**src/rtl/psw_debounce.sv**
```systemverilog
// N-channel push-switch conditioner: two-flop synchroniser, debounce filter,
// press/release edge pulses and an optional per-channel auto-repeat engine.
module psw_debounce #(
  parameter int CHANNELS      = 5,
  parameter int ACTIVE_LOW    = 1,
  parameter int STABLE_CYCLES = 4,
  parameter int REPEAT_DELAY  = 16,
  parameter int REPEAT_RATE   = 8,
  parameter int CNT_W         = 16
) (
  input  logic                clk_i,
  input  logic                rst_i,
  input  logic [CHANNELS-1:0] raw_i,
  input  logic [CHANNELS-1:0] repeat_en_i,
  output logic [CHANNELS-1:0] level_o,
  output logic [CHANNELS-1:0] press_o,
  output logic [CHANNELS-1:0] release_o,
  output logic                any_o
);

  typedef enum logic [1:0] {
    RPT_IDLE,
    RPT_DELAY,
    RPT_REPEAT
  } rpt_state_e;

  localparam logic             RELEASED_PIN = (ACTIVE_LOW != 0);
  localparam logic [CNT_W-1:0] STABLE_LAST  = CNT_W'(STABLE_CYCLES - 1);
  localparam logic [CNT_W-1:0] DELAY_LAST   = CNT_W'(REPEAT_DELAY - 1);
  localparam logic [CNT_W-1:0] RATE_LAST    = CNT_W'(REPEAT_RATE - 1);
  localparam logic [CNT_W-1:0] CNT_ONE      = CNT_W'(1);

  logic [CHANNELS-1:0] sync1_q;
  logic [CHANNELS-1:0] sync2_q;
  logic [CHANNELS-1:0] pressed;
  logic [CHANNELS-1:0] level_d;
  logic [CHANNELS-1:0] level_q;
  logic [CHANNELS-1:0] press_q;
  logic [CHANNELS-1:0] release_q;
  logic                any_q;

  // Reset loads the released pin level so no false press follows reset.
  always_ff @(posedge clk_i) begin
    if (rst_i) begin
      sync1_q <= {CHANNELS{RELEASED_PIN}};
      sync2_q <= {CHANNELS{RELEASED_PIN}};
    end else begin
      sync1_q <= raw_i;
      sync2_q <= sync1_q;
    end
  end

  assign pressed = (ACTIVE_LOW != 0) ? ~sync2_q : sync2_q;

  for (genvar gi = 0; gi < CHANNELS; gi++) begin : g_ch
    logic [CNT_W-1:0] dcnt_q;
    logic [CNT_W-1:0] dcnt_d;
    logic [CNT_W-1:0] rcnt_q;
    logic [CNT_W-1:0] rcnt_d;
    rpt_state_e       state_q;
    rpt_state_e       state_d;
    logic             lvl_d;
    logic             press_d;
    logic             release_d;
    logic             rise;
    logic             fall;

    always_comb begin
      dcnt_d = '0;
      lvl_d  = level_q[gi];
      if (pressed[gi] != level_q[gi]) begin
        if (dcnt_q == STABLE_LAST) begin
          lvl_d = ~level_q[gi];
        end else begin
          dcnt_d = dcnt_q + CNT_ONE;
        end
      end
    end

    assign rise        = lvl_d & ~level_q[gi];
    assign fall        = ~lvl_d & level_q[gi];
    assign level_d[gi] = lvl_d;

    // A release always beats a repeat terminal count on the same edge.
    always_comb begin
      state_d   = state_q;
      rcnt_d    = rcnt_q;
      press_d   = 1'b0;
      release_d = 1'b0;
      case (state_q)
        RPT_IDLE: begin
          rcnt_d = '0;
          if (rise) begin
            press_d = 1'b1;
            if (repeat_en_i[gi]) begin
              state_d = RPT_DELAY;
            end
          end else if (fall) begin
            release_d = 1'b1;
          end
        end
        RPT_DELAY, RPT_REPEAT: begin
          if (fall) begin
            release_d = 1'b1;
            state_d   = RPT_IDLE;
            rcnt_d    = '0;
          end else if (!repeat_en_i[gi]) begin
            state_d = RPT_IDLE;
            rcnt_d  = '0;
          end else if (rcnt_q == ((state_q == RPT_DELAY) ? DELAY_LAST : RATE_LAST)) begin
            press_d = 1'b1;
            rcnt_d  = '0;
            state_d = RPT_REPEAT;
          end else begin
            rcnt_d = rcnt_q + CNT_ONE;
          end
        end
        default: begin
          state_d = RPT_IDLE;
          rcnt_d  = '0;
        end
      endcase
    end

    always_ff @(posedge clk_i) begin
      if (rst_i) begin
        dcnt_q        <= '0;
        rcnt_q        <= '0;
        state_q       <= RPT_IDLE;
        level_q[gi]   <= 1'b0;
        press_q[gi]   <= 1'b0;
        release_q[gi] <= 1'b0;
      end else begin
        dcnt_q        <= dcnt_d;
        rcnt_q        <= rcnt_d;
        state_q       <= state_d;
        level_q[gi]   <= lvl_d;
        press_q[gi]   <= press_d;
        release_q[gi] <= release_d;
      end
    end
  end

  // Taken from the next-state so ANY moves on the same edge as LEVEL.
  always_ff @(posedge clk_i) begin
    if (rst_i) begin
      any_q <= 1'b0;
    end else begin
      any_q <= |level_d;
    end
  end

  assign level_o   = level_q;
  assign press_o   = press_q;
  assign release_o = release_q;
  assign any_o     = any_q;

endmodule

```
**config.mk**
```make
export PLATFORM = sky130hd
export DESIGN_NAME = psw_debounce
export DESIGN_NICKNAME = d
export VERILOG_FILES = /design/src/rtl/psw_debounce.sv
export SDC_FILE = /design/constraint.sdc
export NUM_CORES = 1
export LEC_CHECK = 0
export CAP_MARGIN = 0
export CORE_MARGIN = 2
export CORE_UTILIZATION = 63
export CTS_BUF_LIST = sky130_fd_sc_hd__clkbuf_8
export DETAILED_ROUTE_END_ITERATION = 10
export HOLD_SLACK_MARGIN = 0.06
export PLACE_DENSITY = 0.82
export SLEW_MARGIN = 20
export SYNTH_ARGS = -nofsm -noshare
export SYNTH_HDL_FRONTEND = slang
export SYNTH_SLANG_ARGS = --single-unit
```
**constraint.sdc**
```tcl
create_clock -name clk_i -period 2.8 [get_ports clk_i]
set_input_delay 0.7 -clock clk_i [delete_from_list [all_inputs] [get_ports clk_i]]
set_output_delay 0.7 -clock clk_i [all_outputs]
set_load 0.03 [all_outputs]
```
==> results.yml, run 1 <==
run_status:
  status: "finished, final reports clean"
synth:
  syn_area_um2: 8606
  yosysMostFrequentCell: "dfxtp_1"
  muxShareOfSynthArea: 0.004798
  syn_area_per_cell_um2: 8.799
  synth_xor_area_frac: 0.1445
  synth-compound-area-share: 0.04187
  synth_edf_count: 0
  synth_area_leaders: "dfxtp_1 (46%), nor2_1 (8.4%), xor2_1 (8.0%), xnor2_1 (6.4%), ha_1 (3.6%)"
  synth_top_family_by_area: "simple AND/OR/NAND/NOR gates"
  synth_nets: 1015
  synth.largest_area_cell: "dfxtp_1"
  netlist_top_cells_count: "dfxtp_1 (196), nor2_1 (192), xor2_1 (79)"
  synth_cells: 978
  ys_seq_area_frac: 0.4559
  synth-simple-area-share: 0.2879
  ys_seq_elements: 196
  synthAdderAreaFrac: 0.03635
  yosysWarningCount: 0
  ys_dominant_reg_cell: "dfxtp_1"
  synth_cell_types: 58
  synth_top_area_frac: 0.4559
  async_flop_share: 0
clock_network:
  cts_setup_buffers: 0
  cts_buffers: 17
  cts_resized: 0
  cts-root-buf: "clkbuf_8"
  hold_buffers: 0
  htree_num_levels: 4
  path_clk_slew_ps: 90
  clk_path_buf_depth: 2
  cts_tree: "done"
  cts_sinks: 196
  clk_latency_ps: 460
global_route:
  grt_use_met1: 0.2945
  antenna_found_initial: 0
  track_usage: 0.2203
  first_global_vias: 6030
  grt_pass1_wl_um: 26740
  top_usage_layer: "met2"
  grt_overflow: 0
  grt_max_degree: 43
  met3_usage: 0.05122
  use_met2: 0.3564
critical_path:
  crit_fanout: 6
  critPathBufInv: 1
  r2r-end: "g_ch[4].rcnt_q[6]"
  required_ps: 2100
  crit_path_end_kind: "output pin"
  slowest_delay_ps: 730
  ff2ff_path_depth: 6
  path_cells: "clkdlybuf4s50_1"
  critical_path.top_delay_family: "buffers and inverters"
  cp-start-kind: "flop"
  r2r_start: "g_ch[4].dcnt_q[0]"
  arrival_ps: 1650
  crit_path_top_delay_cell: "clkdlybuf4s50_1"
  path_class: "flop to output pin"
  r2r_setup_slack_ps: 460
die:
  fp.coreArea_um2: 13300
  die_x_um: 120.9
  io_pins: 28
  rows: 42
  die_area_um2: 14610
  die_h_um: 120.9
  initial_core_util: 0.6473
timing:
  finalMaxSlewViolations: 0
  worstMarginPinSlew_ps: 690.8
  fin_crit_ps: 2354
  max_freq_ghz: 0.4249
  skew_ps: 11.54
  hold_viol_final: 0
  fin_crit_sh: 0.8406
  finalSetupViolCount: 0
  timing.slew.headroom: 0.5352
  rsz0062_at_grt: "false"
  tns_ps: 0
place:
  portBuffers: 27
  placed_area_um2: 9009
  gp_congestion: 0.8050
  post-place-cells: 1160
  dp_hpwl_um: 10490
power_and_ir_drop:
  pwr_density_cell_nw_per_um2: 510.2
  combPwrFrac: 0.020
  peakVddDrop_uv: 452.6
  p_leak_nw: 3.208
  seqPwrFrac: 0.583
  power_switching_share: 0.2044
  intPower_mw: 3.833
  switching_power_uw: 984.9
  clkPwrFrac: 0.397
worst_hold_path:
  holdPathEnd: "sync2_q[3]"
  min_path_cells: 1
  min-delay-start: "sync1_q[3]"
  hp-class: "flop to flop"
detailed_routing:
  drtPass1Iterations: 7
  drt_drc_violations_left: 0
  finalWirelength_um: 15250
  antenna_left: 0
  detail_route.wl_per_cell_um: 12.79
  num_vias: 6541
  drtIter0Drc: 337
  via_per_inst: 5.487
cells_and_area:
  layout.nets: 1040
  area_growth_pct: 9.712
  insertedDiodeCount: 0
  stdcell_count: 1192
  final_area_um2: 9442
  layout-drive-gt1-share: 0.05610
job:
  drv_cap: 0
-- routing by layer --
metal	wire, µm	vias to the layer above
li1	-	3387
met1	7687	3062
met2	6927	77
met3	470	15
met4	164	0
met5	0	-
-- through the flow --
stage	utilization	total power, mW	hold slack [ps]	worst slack (ps)
final	0.7101	4.817	419.1	446.3
after global routing	0.7101	4.988	429.1	142.9
after CTS	0.7101	4.858	421.9	427.5
after detailed placement	0.6776	2.968	400.3	510.5
after global placement	0.6776	2.965	391.0	563.8
after floorplan	-	2.931	389.5	892.2
-- cell families (layout without fill, tap and decap cells) --
group / count (synthesis) / after routing
buf+inv: 58 / 96
mux: 4 / 4
simple gates: 500 / 500
flops: 196 / 196
xor+xnor: 142 / 142
compound gates: 53 / 53
fa+ha+maj: 25 / 25
-- state kept, by name, indices dropped and copies added (netlist names) --
signal	flops
any_o	1
g_ch.dcnt_q	80
g_ch.rcnt_q	80
g_ch.state_q	10
level_o	5
press_o	5
release_o	5
sync1_q	5
sync2_q	5
-- how the worst max path moves through the flow --
stage	start	to	slack (ps)	cells after the start
2_1_floorplan	g_ch[4].dcnt_q[0]	g_ch[4].rcnt_q[12]	890	8
6_report	level_o[1]	level_o[1]	450	1
3_5_place_dp	rst_i	g_ch[1].rcnt_q[5]	510	5
5_1_grt	g_ch[4].dcnt_q[0]	g_ch[4].rcnt_q[11]	140	6
4_1_cts	level_o[1]	level_o[1]	430	1
3_3_place_gp	rst_i	g_ch[0].dcnt_q[14]	560	4
-- final cells by class --
cell class | count | area (µm²)
clock inverters | 10 | 130.1
flip-flops and latches | 196 | 3924
clock buffers | 22 | 302.8
inverters | 35 | 131.4
fillers | 1029 | 3854
well taps | 176 | 220.2
repair buffers | 29 | 297.8
multi-input cells | 724 | 4436
-- power by group through the flow --
stage	clock, mW	combinational, mW	sequential, mW
3_3_place_gp	0	0.0924	2.87
4_1_cts	1.95	0.0956	2.81
6_report	1.91	0.0960	2.81
2_1_floorplan	0	0.0602	2.87
5_1_grt	2.07	0.106	2.81
3_5_place_dp	0	0.0947	2.87
-- cells in the final DEF (no fill, tap or decap), drive strengths merged, types with 2 or more instances in the layout --
master	synthesis	layout
a21oi	12	12
a31oi	7	7
a32oi	3	3
and2	7	7
and3	27	27
and4	10	10
buf	8	2
bufinv	0	3
clkbuf	15	22
clkdlybuf4s50	0	27
clkinv	0	2
clkinvlp	0	2
dfxtp	196	196
ha	25	25
inv	35	38
mux2i	3	3
nand2	65	65
nand2b	4	4
nand3	55	55
nand4	25	25
nand4b	2	2
nor2	192	192
nor2b	2	2
nor3	34	34
nor4	33	33
nor4b	5	5
o211ai	4	4
o21ai	11	11
o221a	2	2
o32ai	2	2
or2	14	14
or3	16	16
or4	7	7
xnor2	63	63
xor2	79	79
No activity file was read; power rests on OpenSTA's default activity.
==> run 2: changes to the inputs <==
--- a/config.mk
+++ b/config.mk
@@ -7,11 +7,11 @@
 export LEC_CHECK = 0
 export CAP_MARGIN = 0
 export CORE_MARGIN = 2
-export CORE_UTILIZATION = 63
+export CORE_UTILIZATION = 57
 export CTS_BUF_LIST = sky130_fd_sc_hd__clkbuf_8
 export DETAILED_ROUTE_END_ITERATION = 10
 export HOLD_SLACK_MARGIN = 0.06
-export PLACE_DENSITY = 0.82
+export PLACE_DENSITY = 0.78
 export SLEW_MARGIN = 20
 export SYNTH_ARGS = -nofsm -noshare
 export SYNTH_HDL_FRONTEND = slang
==> constraint.sdc (replaced) <==
create_clock -name clk_i -period 1.97 [get_ports clk_i]
set_input_delay 0.4925 -clock clk_i [delete_from_list [all_inputs] [get_ports clk_i]]
set_output_delay 0.4925 -clock clk_i [all_outputs]
set_load 0.03 [all_outputs]
==> results.yml, run 2 (synthesis gave the netlist of run 1 again) <==
cells_and_area:
  layout.nets: 1082
  final_common_cell: "dfxtp_1"
  area_growth_pct: 13.30
  layout-drive-gt1-share: 0.1078
  stdcell_count: 1242
  multi_input_area_um2: 4526
  fin_util: 0.6658
  largestRegisters: "g_ch.dcnt_q: 80 flops, g_ch.rcnt_q: 80 flops, g_ch.state_q: 10 flops"
  final_area_um2: 9751
  fillCellCount: 1211
  insertedDiodeCount: 0
  layout_common_cells: "dfxtp_1 (195), nor2_1 (192), xor2_1 (79), nand2_1 (65), xnor2_1 (63)"
  register_area_um2: 3925
clock_network:
  cts-root-buf: "clkbuf_8"
  cts_sinks: 196
  htree_num_levels: 4
  path_clk_slew_ps: 90
  clk_latency_ps: 470
  clk_path_buf_depth: 2
  hold_buffers: 0
  cts_tree: "done"
  cts_buffers: 17
die:
  die_x_um: 126.9
  fp.coreArea_um2: 14640
  initial_core_util: 0.5877
  rows: 44
  die_area_um2: 16100
  io_pins: 28
  die_h_um: 126.9
power_and_ir_drop:
  p_total_mw: 6.406
  p_leak_nw: 3.470
  peakVddDrop_uv: 810.8
  pwr_density_cell_nw_per_um2: 657.0
critical_path:
  path_class: "flop to flop"
  r2r_start: "g_ch[1].rcnt_q[12]"
  crit_path_top_delay_cell: "or4_4"
  crit_path_end_kind: "flop"
  ff2ff_path_depth: 4
  crit_fanout: 4
  cpMostUsedCell: "or4_4"
  slowest_delay_ps: 590
  path_cells: "or4_4, or4_4, and2_4, o221a_1"
  cp-start-kind: "flop"
  arrival_ps: 2310
  crit_start: "g_ch[1].rcnt_q[12]"
  required_ps: 2330
detailed_routing:
  drt_drc_violations_left: 0
  finalWirelength_um: 15820
  via_per_inst: 5.390
  drtIter0Drc: 362
  detail_route.wl_per_cell_um: 12.74
  m1WireLength_um: 7676
  wl_met2_um: 7436
  num_vias: 6694
  dr.max_layer_used: "met4"
  drtPass1Iterations: 4
  antenna_left: 0
  met3_length_um: 498
timing:
  rsz0062_at_grt: "true"
  finalMaxSlewViolations: 0
  worstMarginPinSlew_ps: 475.6
  finalSetupViolCount: 0
  skew_ps: 11.13
  tns_ps: 0
  hold_viol_final: 0
  timing.slew.headroom: 0.6800
  fin_crit_ps: 1949
  max_freq_ghz: 0.5130
  fin_crit_sh: 0.9895
worst_hold_path:
  min-delay-start: "sync1_q[2]"
  hp-class: "flop to flop"
  min_path_cells: 1
global_route:
  grt_pass1_wl_um: 27320
  first_global_vias: 6326
  track_usage: 0.2030
  antenna_found_initial: 0
  grt_overflow: 0
  grt_max_degree: 32
job:
  drv_cap: 0
place:
  post-place-cells: 1207
  placed_area_um2: 9311
  dp_hpwl_um: 11190
  portBuffers: 27
  gp_congestion: 0.8605
run_status:
  status: "finished, final reports clean"
run 2: cell count changes in the layout (fill, tap and decap cells not counted), sizes merged, moves of 3 or more:
cell           change
buf               +42
clkdlybuf4s50     -16
dlygate4sd2       +15
clkbuf             -4
clkinv             +4
bufinv             -3
clkinvlp           +3
run 2: worst max-delay path, delay by kind of cell (launching register included):
family / cells / cell delay, ps
AOI/OAI and AO/OA: 1 / 240
DFF: 1 / 330
and+or+nand+nor: 3 / 1280
run 2: layout make-up:
type                       count  share of cell area
tap                          184             0.02361
clock inverter                14            0.009624
timing repair buffer          71             0.06121
sequential                   196              0.4025
inverter                      35             0.01347
multi-input combinational    724              0.4641
clock buffer                  18             0.02541
run 2: where the power goes:
group	total (mW)	switching, mW	internal (mW)
clock network	2.26	1.37	0.892
registers	3.99	0.0164	3.98
logic	0.156	0.0839	0.0722
total	6.41	1.47	4.94
run 2: path summary, 6_finish.rpt:
| check | to | slack [ps] |
|---|---|---|
| setup / recovery | g_ch[1].state_q[0] | 20 |
| hold reg to reg | sync2_q[2] | 420 |
| setup reg to reg | g_ch[1].state_q[0] | 20 |
| hold / removal | sync2_q[2] | 420 |
run 2: per-stage QoR:
step                      setup WS (ps)  hold slack [ps]
after floorplan                   62.25            389.5
after global placement          -0.6528            392.5
after detailed placement         -47.39            393.2
after CTS                         5.020            415.6
after global routing             -13.44            429.0
final                             20.59            415.3
run 2: repair_timing:
| item | 4_1_cts | 5_1_grt |
|---|---|---|
| resized for setup | 15 | 21 |
| endpoints found under the setup margin | 15 | 72 |
| gates cloned | 0 | 0 |
| setup buffers | 0 | 3 |
| pin swaps | 0 | 5 |
run 2: per-layer routing:
metal  vias to the layer above  GRT usage
li1                       3468          -
met3                        19    0.05103
met1                      3124     0.2605
met4                         0    0.06593
met5                         -          0
met2                        83     0.3368
==> run 3: changes to the inputs <==
==> constraint.sdc (replaced) <==
create_clock -name clk_i -period 1.97 [get_ports clk_i]
set_input_delay 0.4925 -clock clk_i [delete_from_list [all_inputs] [get_ports clk_i]]
set_output_delay 0.4925 -clock clk_i [all_outputs]
set_load 0.02 [all_outputs]
==> results.yml, run 3 (synthesis gave the netlist of run 1 again) <==
run_status:
  status: "finished, final reports clean"
global_route:
  antenna_found_initial: 0
  grt_overflow: 0
  first_global_vias: 6326
  track_usage: 0.2028
  grt_max_degree: 32
  grt_pass1_wl_um: 27300
critical_path:
  crit_path_end_kind: "flop"
  ff2ff_path_depth: 4
  arrival_ps: 2310
  required_ps: 2330
  path_class: "flop to flop"
  r2r-end: "g_ch[1].state_q[0]"
  r2r_start: "g_ch[1].rcnt_q[12]"
  crit_fanout: 4
  cp-start-kind: "flop"
  r2r_setup_slack_ps: 20
detailed_routing:
  antenna_left: 0
  via_per_inst: 5.390
  drt_drc_violations_left: 0
  num_vias: 6695
  detail_route.wl_per_cell_um: 12.74
  finalWirelength_um: 15830
  drtIter0Drc: 350
  drtPass1Iterations: 4
cells_and_area:
  largestRegisters: "g_ch.dcnt_q: 80 flops, g_ch.rcnt_q: 80 flops, g_ch.state_q: 10 flops"
  stdcell_count: 1242
  final_area_um2: 9762
  area_growth_pct: 13.43
  fin_util: 0.6666
  layout.nets: 1082
  layout_common_cells: "dfxtp_1 (195), nor2_1 (192), xor2_1 (79), nand2_1 (65), xnor2_1 (63)"
  layout-drive-gt1-share: 0.1078
  final_common_cell: "dfxtp_1"
  insertedDiodeCount: 0
job:
  drv_cap: 0
timing:
  fin_crit_sh: 0.9893
  finalMaxSlewViolations: 0
  finalSetupViolCount: 0
  hold_viol_final: 0
  fin_crit_ps: 1949
  rsz0062_at_grt: "true"
  skew_ps: 12.24
  timing.slew.headroom: 0.6800
  worstMarginPinSlew_ps: 475.6
  max_freq_ghz: 0.5131
place:
  dp_hpwl_um: 11190
  gp_congestion: 0.8605
  placed_area_um2: 9311
  post-place-cells: 1207
  portBuffers: 27
power_and_ir_drop:
  p_leak_nw: 3.426
  pwr_density_cell_nw_per_um2: 656.3
  peakVddDrop_uv: 814.6
die:
  rows: 44
  die_h_um: 126.9
  io_pins: 28
  initial_core_util: 0.5877
  die_x_um: 126.9
  fp.coreArea_um2: 14640
  die_area_um2: 16100
worst_hold_path:
  min-delay-start: "sync1_q[2]"
  holdPathEnd: "sync2_q[2]"
  min_path_cells: 1
  hp-class: "flop to flop"
clock_network:
  cts_tree: "done"
  cts-root-buf: "clkbuf_8"
  htree_num_levels: 4
  clk_path_buf_depth: 2
  cts_sinks: 196
  clk_latency_ps: 470
  path_clk_slew_ps: 90
  cts_buffers: 17
## run 3: cell count changes in the layout (fill, tap and decap cells not counted)
cell	change
clkdlybuf4s50_1	+9
dlygate4sd2_1	-9
## run 3: how the worst max path moves through the flow
stage	slack (ps)	start	endpoint
3_5_place_dp	-50	rst_i	g_ch[0].rcnt_q[14]
4_1_cts	6	release_o[0]	release_o[0]
2_1_floorplan	60	g_ch[4].dcnt_q[0]	g_ch[4].rcnt_q[12]
6_report	20	g_ch[1].rcnt_q[12]	g_ch[1].state_q[0]
3_3_place_gp	-0.7	rst_i	g_ch[0].rcnt_q[15]
5_1_grt	-10	g_ch[1].rcnt_q[12]	g_ch[1].state_q[0]
## run 3: layer usage
layer  share of wire  track usage  vias to the layer above
met1            0.48       0.2605                     3123
met5               0            0                        -
met4           0.013      0.06593                        0
met2            0.47       0.3362                       86
met3           0.033      0.05103                       19
li1                -            -                     3467
## run 3: stage by stage
step	setup TNS [ps]	hold WS [ps]	setup slack (ps)	power (mW)
2_1_floorplan	0	389.5	62.25	4.165
3_3_place_gp	-0.6528	392.5	-0.6528	4.228
3_5_place_dp	-727.9	393.2	-47.39	4.232
4_1_cts	0	415.6	5.881	6.461
5_1_grt	-14.17	429.0	-13.44	6.653
6_report	0	415.3	21.08	6.407
## run 3: what timing repair did
action	in CTS	in global routing
pin swaps	0	5
buffers inserted	0	3
setup endpoints to repair	6	72
hold buffers	0	0
gates resized for setup	6	21
## run 3: final cells by class
type,count,area [µm²]
Fill cell,1209,4882
Multi-Input combinational cell,724,4526
Sequential cell,196,3925
Timing Repair Buffer,71,608.1
Clock buffer,18,247.7
Tap cell,184,230.2
Inverter,35,131.4
Clock inverter,14,93.84
## run 3: critical path: stages (launching register included)
cell and delay [ps]:
dfxtp_2 330, or4_4 520, or4_4 590, and2_4 170
o221a_1 240
## run 3: report_power, final
group          internal (mW)  leakage, nW  switching (mW)
Combinational         0.0723         1.67          0.0839
Sequential              3.98         1.58          0.0164
Clock                  0.892        0.170            1.37
